File: src/rtl/mem_scanner.sv
// Sequential read-out of an 8x5 scratch RAM: walks every entry once per start
// request and publishes sum, maximum (with lowest-address tie-break) and ascending-pair count.
module mem_scanner #(
  parameter int DATA_W = 5,
  parameter int ADR_W  = 3,
  parameter int SUM_W  = 8
) (
  input  logic              clk_manual,
  input  logic              reset_n,
  input  logic              start,
  input  logic [DATA_W-1:0] rd_data,
  input  logic [DATA_W-1:0] rd_data_next,
  output logic [ADR_W-1:0]  rd_adr,
  output logic [SUM_W-1:0]  sum,
  output logic [DATA_W-1:0] max_val,
  output logic [ADR_W-1:0]  max_adr,
  output logic [ADR_W:0]    asc_count,
  output logic              busy,
  output logic              done
);

  typedef enum logic [1:0] {
    S_IDLE = 2'd0,
    S_SCAN = 2'd1,
    S_DONE = 2'd2
  } state_t;

  state_t            r_state;
  logic [ADR_W-1:0]  r_rd_adr;
  logic [SUM_W-1:0]  r_sum_acc;
  logic [DATA_W-1:0] r_max_acc;
  logic [ADR_W-1:0]  r_max_adr_acc;
  logic [ADR_W:0]    r_asc_acc;
  logic [SUM_W-1:0]  r_sum;
  logic [DATA_W-1:0] r_max_val;
  logic [ADR_W-1:0]  r_max_adr;
  logic [ADR_W:0]    r_asc_count;
  logic              r_busy;
  logic              r_done;

  logic              w_last;
  logic              w_take_max;
  logic              w_asc_inc;
  logic [SUM_W-1:0]  w_sum_nxt;
  logic [DATA_W-1:0] w_max_nxt;
  logic [ADR_W-1:0]  w_max_adr_nxt;
  logic [ADR_W:0]    w_asc_nxt;

  function automatic logic [SUM_W-1:0] zext_sum(input logic [DATA_W-1:0] d);
    return {{(SUM_W-DATA_W){1'b0}}, d};
  endfunction

  // Accumulator values including the entry currently presented by the RAM.
  always_comb begin
    w_last        = (r_rd_adr == {ADR_W{1'b1}});
    w_take_max    = (r_rd_adr == '0) || (rd_data > r_max_acc);
    w_asc_inc     = !w_last && (rd_data_next > rd_data);
    w_sum_nxt     = r_sum_acc + zext_sum(rd_data);
    w_max_nxt     = w_take_max ? rd_data  : r_max_acc;
    w_max_adr_nxt = w_take_max ? r_rd_adr : r_max_adr_acc;
    w_asc_nxt     = r_asc_acc + {{ADR_W{1'b0}}, w_asc_inc};
  end

  always_ff @(posedge clk_manual) begin
    if (!reset_n) begin
      r_state       <= S_IDLE;
      r_rd_adr      <= '0;
      r_sum_acc     <= '0;
      r_max_acc     <= '0;
      r_max_adr_acc <= '0;
      r_asc_acc     <= '0;
      r_sum         <= '0;
      r_max_val     <= '0;
      r_max_adr     <= '0;
      r_asc_count   <= '0;
      r_busy        <= 1'b0;
      r_done        <= 1'b0;
    end else begin
      case (r_state)
        S_IDLE: begin
          r_rd_adr <= '0;
          r_done   <= 1'b0;
          r_busy   <= 1'b0;
          if (start) begin
            r_sum_acc     <= '0;
            r_max_acc     <= '0;
            r_max_adr_acc <= '0;
            r_asc_acc     <= '0;
            r_busy        <= 1'b1;
            r_state       <= S_SCAN;
          end
        end
        S_SCAN: begin
          r_sum_acc     <= w_sum_nxt;
          r_max_acc     <= w_max_nxt;
          r_max_adr_acc <= w_max_adr_nxt;
          r_asc_acc     <= w_asc_nxt;
          if (w_last) begin
            // Results are published only here, so no partial scan is ever visible.
            r_sum       <= w_sum_nxt;
            r_max_val   <= w_max_nxt;
            r_max_adr   <= w_max_adr_nxt;
            r_asc_count <= w_asc_nxt;
            r_done      <= 1'b1;
            r_rd_adr    <= '0;
            r_state     <= S_DONE;
          end else begin
            r_rd_adr <= r_rd_adr + 1'b1;
          end
        end
        S_DONE: begin
          r_done  <= 1'b0;
          r_busy  <= 1'b0;
          r_state <= S_IDLE;
        end
        default: begin
          r_done   <= 1'b0;
          r_busy   <= 1'b0;
          r_rd_adr <= '0;
          r_state  <= S_IDLE;
        end
      endcase
    end
  end

  assign rd_adr    = r_rd_adr;
  assign sum       = r_sum;
  assign max_val   = r_max_val;
  assign max_adr   = r_max_adr;
  assign asc_count = r_asc_count;
  assign busy      = r_busy;
  assign done      = r_done;

endmodule

File: config.mk
export PLATFORM = sky130hd
export DESIGN_NAME = mem_scanner
export DESIGN_NICKNAME = d
export VERILOG_FILES = /design/src/rtl/mem_scanner.sv
export SDC_FILE = /design/constraint.sdc
export NUM_CORES = 1
export LEC_CHECK = 0
export BUFFER_PORTS_ARGS = -buffer_cell sky130_fd_sc_hd__buf_2
export CORE_ASPECT_RATIO = 2
export CORE_MARGIN = 8
export CORE_UTILIZATION = 45
export CTS_CLUSTER_SIZE = 20
export DETAILED_ROUTE_END_ITERATION = 6
export PLACE_DENSITY_LB_ADDON = 0.1
export SLEW_MARGIN = 20
export SYNTH_ARGS = -nofsm -noshare
export SYNTH_HDL_FRONTEND = slang
export SYNTH_SLANG_ARGS = --single-unit
File: constraint.sdc
create_clock -name clk_manual -period 3.3 [get_ports clk_manual]
set_input_delay 0.99 -clock clk_manual [delete_from_list [all_inputs] [get_ports clk_manual]]
set_output_delay 0.99 -clock clk_manual [all_outputs]
set_load 0.1 [all_outputs]
# After elaboration in Yosys (flattened, before gate mapping)
# Index checks and enable logic that the tools add are counted.
# word_totals
reg_bits	47
out_inout_bits	25
wordCells	49
# classes
addsub	3
n_lt_le_gt_ge	2
n_eq_ne	5
muxes	17
reduce_logical	10
# op_table
cell	count
$pmux W8 S2	1
$pmux W3 S2	2
$gt A5 B5 Y1	2
$mux W5	2
$pmux W5 S2	1
$mux W3	3
$add A8 B5 Y8	1
$mux W8	1
$pmux W4 S2	1
$reduce_and A2 Y1	4
$add A4 B1 Y4	1
$mux W2	2
$mux W4	1
$ne A2 B2 Y1 const B	2
$pmux W2 S2	1
$add A3 B1 Y3 const B	1
$eq A3 B3 Y1 const B	1
$logic_not A3 Y1	1
$eq A2 B1 Y1 const B	1
$eq A2 B2 Y1 const B	1
$logic_not A2 Y1	1
$pmux W1 S2	1
$reduce_bool A2 Y1	1
$logic_and A1 B1 Y1	1
3 further kinds	3

# Depth between registers and ports, before layout
# logic_depth
ltp_word	5
depth_mapped	12

# Worst setup path before layout
# OpenSTA, ideal clock, no wires.
# synth_timing
path_type	input to register
start	input port rd_data[1]
end	register r_asc_acc[2]
t_arrival_ns	2.804
slack_ns	0.369
stages	12
n_path_buf	0
path_cell_list	inv_1 > ha_1 > nor2b_1 > o21a_1 > o21a_1 > o21ai_0 > a221oi_1 > ha_1 > ha_1 > mux2_2 > a22oi_1 > nor2_1
# synth_between
elab_chain_cells	4
# synth_rtl
item	line_no	rtl
start, declared	11	input logic [DATA_W-1:0] rd_data,
$gt A5 B5 Y1	57	w_asc_inc = !w_last && (rd_data_next > rd_data);
$logic_and A1 B1 Y1	57	
$add A4 B1 Y4	61	w_asc_nxt = r_asc_acc + {{ADR_W{1'b0}}, w_asc_inc};
$pmux W4 S2	79	case (r_state)
end signal, assigned	97	r_asc_acc <= w_asc_nxt;
end, declared	33	logic [ADR_W:0] r_asc_acc;
# Every way passes these cells.
# A chain may end at the register's enable or synchronous reset.

# Worst setup path in the final report
# Ends and elaborated chain as after synthesis.

==> load_flow_metrics.sql <==
INSERT INTO impl_metrics (metric_group, metric, value, unit) VALUES
('outcome', 'status', 'complete, no violations', ''),
('setup_path', 'arrival', '3.11', 'ns'),
('place', 'hpwlAfterDp', '4530', 'um'),
('timing', 'max_slew_margin', '0.641', ''),
('floorplanning', 'fp-row-count', '37', ''),
('setup_path', 'worst_path_max_delay_cell', 'sky130_fd_sc_hd__mux2_2', ''),
('timing', 'finClkSkew', '0.0126', 'ns'),
('power_and_ir_drop', 'vdd_ir_drop_max', '365', 'uV'),
('finish', 'layout-area-overhead-vs-synth', '14.7', '%'),
('setup_path', 'worstSetupEndpoint', 'r_asc_acc[2]', ''),
('power_and_ir_drop', 'pwr_density_cell', '407', 'nW/um^2'),
('synth', 'yosys.area.top_type', 'sky130_fd_sc_hd__dfxtp_1', ''),
('power_and_ir_drop', 'p_leak', '1.19', 'nW'),
('route', 'wl_met1', '2380', 'um'),
('finish', 'layout_cell_share_with_drive_strength_beyond_1', '0.197', ''),
('setup_path', 'r2r_start', 'r_max_acc[2]', ''),
('synth', 'post_synth_main_area_contributors', 'sky130_fd_sc_hd__dfxtp_1 (40%), sky130_fd_sc_hd__ha_1 (11%), sky130_fd_sc_hd__a21oi_1 (5.3%)', ''),
('floorplanning', 'die_width', '67.1', 'um'),
('place', 'globalplace.congestion', '0.811', ''),
('setup_path', 'worst-path-max-fanout', '5', ''),
('clock_tree', 'post_cts.repair.setup_buffers', '0', ''),
('route', 'detail_route.iter0.violations', '116', ''),
('timing', 'hold_ws', '0.455', 'ns'),
('setup_path', 'timing.critical_path.slowest_cell_delay', '0.34', 'ns'),
('timing', 'report.final.hold_viol_count', '0', ''),
('min_path', 'holdCritPathClass', 'flop to flop', ''),
('setup_path', 'crit_family', 'adder cells', ''),
('finish', 'layout.nets', '333', ''),
('synth', 'yosys_register_bits', '47', ''),
('power_and_ir_drop', 'p_total', '1.10', 'mW'),
('timing', 'rsz_0062_raised_after_global_routing', 'no', ''),
('setup_path', 'critPathCaptureType', 'flop', ''),
('global_routing', 'first_global_vias', '2058', ''),
('floorplanning', 'floorplan_core_area', '5090', 'sq um'),
('timing', 'post-route-period-util', '0.883', ''),
('place', 'io_buffers', '37', ''),
('setup_path', 'worstSetupPathType', 'input pin to flop', ''),
('setup_path', 'worst_endpoint_required_time', '3.50', 'ns'),
('synth', 'synthesis.nets', '294', ''),
('clock_tree', 'clk_transition_reported_paths', '0.09', 'ns'),
('clock_tree', 'cts_root_buf', 'sky130_fd_sc_hd__clkbuf_8', ''),
('route', 'met3WireLength', '204', 'um'),
('synth', 'count_of_flip_flops_with_a_built_in_enable_after_synthesis', '0', ''),
('synth', 'ys_seq_area_frac', '0.401', ''),
('setup_path', 'crit_buf_inv', '2', ''),
('route', 'detail_route.drc_violations', '0', ''),
('global_routing', 'gr-total-overflow', '0', ''),
('setup_path', 'worst-r2r-setup-slack', '1.03', 'ns'),
('clock_tree', 'htree_levels', '2', ''),
('synth', 'post-synth-top-area-fraction', '0.401', ''),
('clock_tree', 'tritoncts', 'done', ''),
('setup_path', 'category_of_the_worst_setup_path_launch_point', 'input pin', ''),
('global_routing', 'number_of_antenna_violations_at_the_first_check_in_global_routing', '0', ''),
('clock_tree', 'clock_sink_count', '47', ''),
('global_routing', 'grt_pass1_wl', '10400', 'um'),
('floorplanning', 'die-height', '118', 'um'),
('route', 'num_vias', '1964', ''),
('timing', 'timing.fmax', '343', 'MHz'),
('timing', 'final_max_slew_viol_count', '0', ''),
('setup_path', 'timing.critical_path.cells', 'buf_2 > inv_1 > ha_1 > nor2b_1 > o21a_1 > o21a_1 > o21ai_0 > a221oi_1 > ha_1 > ha_1 > mux2_2 > a22oi_1 > nor2_1', ''),
('setup_path', 'crit_path_start', 'rd_data[1]', ''),
('synth', 'synth.top_cells.by_count', 'sky130_fd_sc_hd__dfxtp_1 (47), sky130_fd_sc_hd__a21oi_1 (25), sky130_fd_sc_hd__nand2_1 (23), sky130_fd_sc_hd__ha_1 (20)', ''),
('run', 'drv.max_cap_violation_count', '0', ''),
('synth', 'synthDistinctLibCells', '44', ''),
('global_routing', 'maximum_number_of_pins_on_one_net_before_global_route_repair', '21', ''),
('clock_tree', 'cts_resized', '0', ''),
('clock_tree', 'cts_hold_repair.buffers', '0', ''),
('setup_path', 'timing.critical_path.depth', '13', ''),
('floorplanning', 'num_io_pins', '38', ''),
('timing', 'setup_tns', '0', 'ns'),
('finish', 'insertedDiodeCount', '0', '');
[final cells by class]
type,count,area (sq um)
Timing Repair Buffer,45,245
Sequential cell,47,941
Clock buffer,6,82.6
Fill cell,523,2400
Inverter,18,67.6
Multi-Input combinational cell,182,1280
Tap cell,58,72.6
Clock inverter,1,5.00
[through the flow]
stage / setup WS (ns) / util / cells / area, sq um
final: 0.385 / 0.528 / 357 / 2690
after floorplan: 0.369 / - / 260 / 2350
after global placement: 0.142 / 0.511 / 350 / 2600
after global routing: 0.234 / 0.528 / 357 / 2690
after detailed placement: 0.0442 / 0.511 / 350 / 2600
after CTS: 0.376 / 0.528 / 357 / 2690
[flip-flops by register name (all words and copies together) (netlist names)]
register and flops:
asc_count 4, busy 1, done 1, max_adr 3, max_val 5, r_asc_acc 4, r_max_acc 5, r_max_adr_acc 3
r_state 2, r_sum_acc 8, rd_adr 3, sum 8
[layer usage]
layer  up-vias  GRT usage
met5         -          0
met4         0     0.0632
met3         7     0.0315
met2        25      0.302
met1       929      0.180
li1       1003          -
[worst reg2reg max path, stage by stage, from the launching register on]
cell and delay, ns:
sky130_fd_sc_hd__dfxtp_1 0.34, sky130_fd_sc_hd__inv_1 0.08, sky130_fd_sc_hd__ha_1 0.28, sky130_fd_sc_hd__a211o_1 0.30, sky130_fd_sc_hd__a221o_1 0.37, sky130_fd_sc_hd__a21oi_4 0.31, sky130_fd_sc_hd__buf_4 0.20, sky130_fd_sc_hd__mux2i_1 0.19
sky130_fd_sc_hd__a21oi_1 0.08
[cell families (layout without fill, tap and decap cells)]
| family | Yosys count | in the layout | synth area share |
|---|---|---|---|
| and+or+nand+nor | 72 | 72 | 0.145 |
| muxes | 4 | 4 | 0.0176 |
| AOI/OAI and AO/OA | 80 | 80 | 0.247 |
| buffers and inverters | 31 | 70 | 0.0549 |
| adders and majority gates | 21 | 21 | 0.115 |
| xor gates and xnor gates | 5 | 5 | 0.0187 |
| DFF | 47 | 47 | 0.401 |
[layout by cell type (no fill, tap or decap), types with 6 or more instances in the layout]
master / count
sky130_fd_sc_hd__a22o_1: 10
sky130_fd_sc_hd__ha_1: 20
sky130_fd_sc_hd__buf_4: 8
sky130_fd_sc_hd__nor3_1: 7
sky130_fd_sc_hd__a22oi_1: 7
sky130_fd_sc_hd__clkbuf_8: 6
sky130_fd_sc_hd__a21oi_1: 25
sky130_fd_sc_hd__o21ai_0: 9
sky130_fd_sc_hd__inv_1: 18
sky130_fd_sc_hd__nand2_1: 23
sky130_fd_sc_hd__buf_2: 37
sky130_fd_sc_hd__dfxtp_1: 47
sky130_fd_sc_hd__nor2_1: 18
[worst min-delay path by stage]
stage	start	endpoint	depth (start not counted)
final	asc_count[0]	asc_count[0]	2
after global placement	sum[0]	sum[0]	2
after global routing	asc_count[0]	asc_count[0]	2
after floorplan	r_max_adr_acc[2]	r_max_adr_acc[2]	2
after detailed placement	sum[0]	sum[0]	2
after CTS	sum[0]	sum[0]	2
[power by group]
part           switching (mW)  internal (mW)
Sequential             0.0108          0.578
Combinational          0.0917         0.0564
Clock                   0.194          0.165
(Power assumes the default switching activity.)
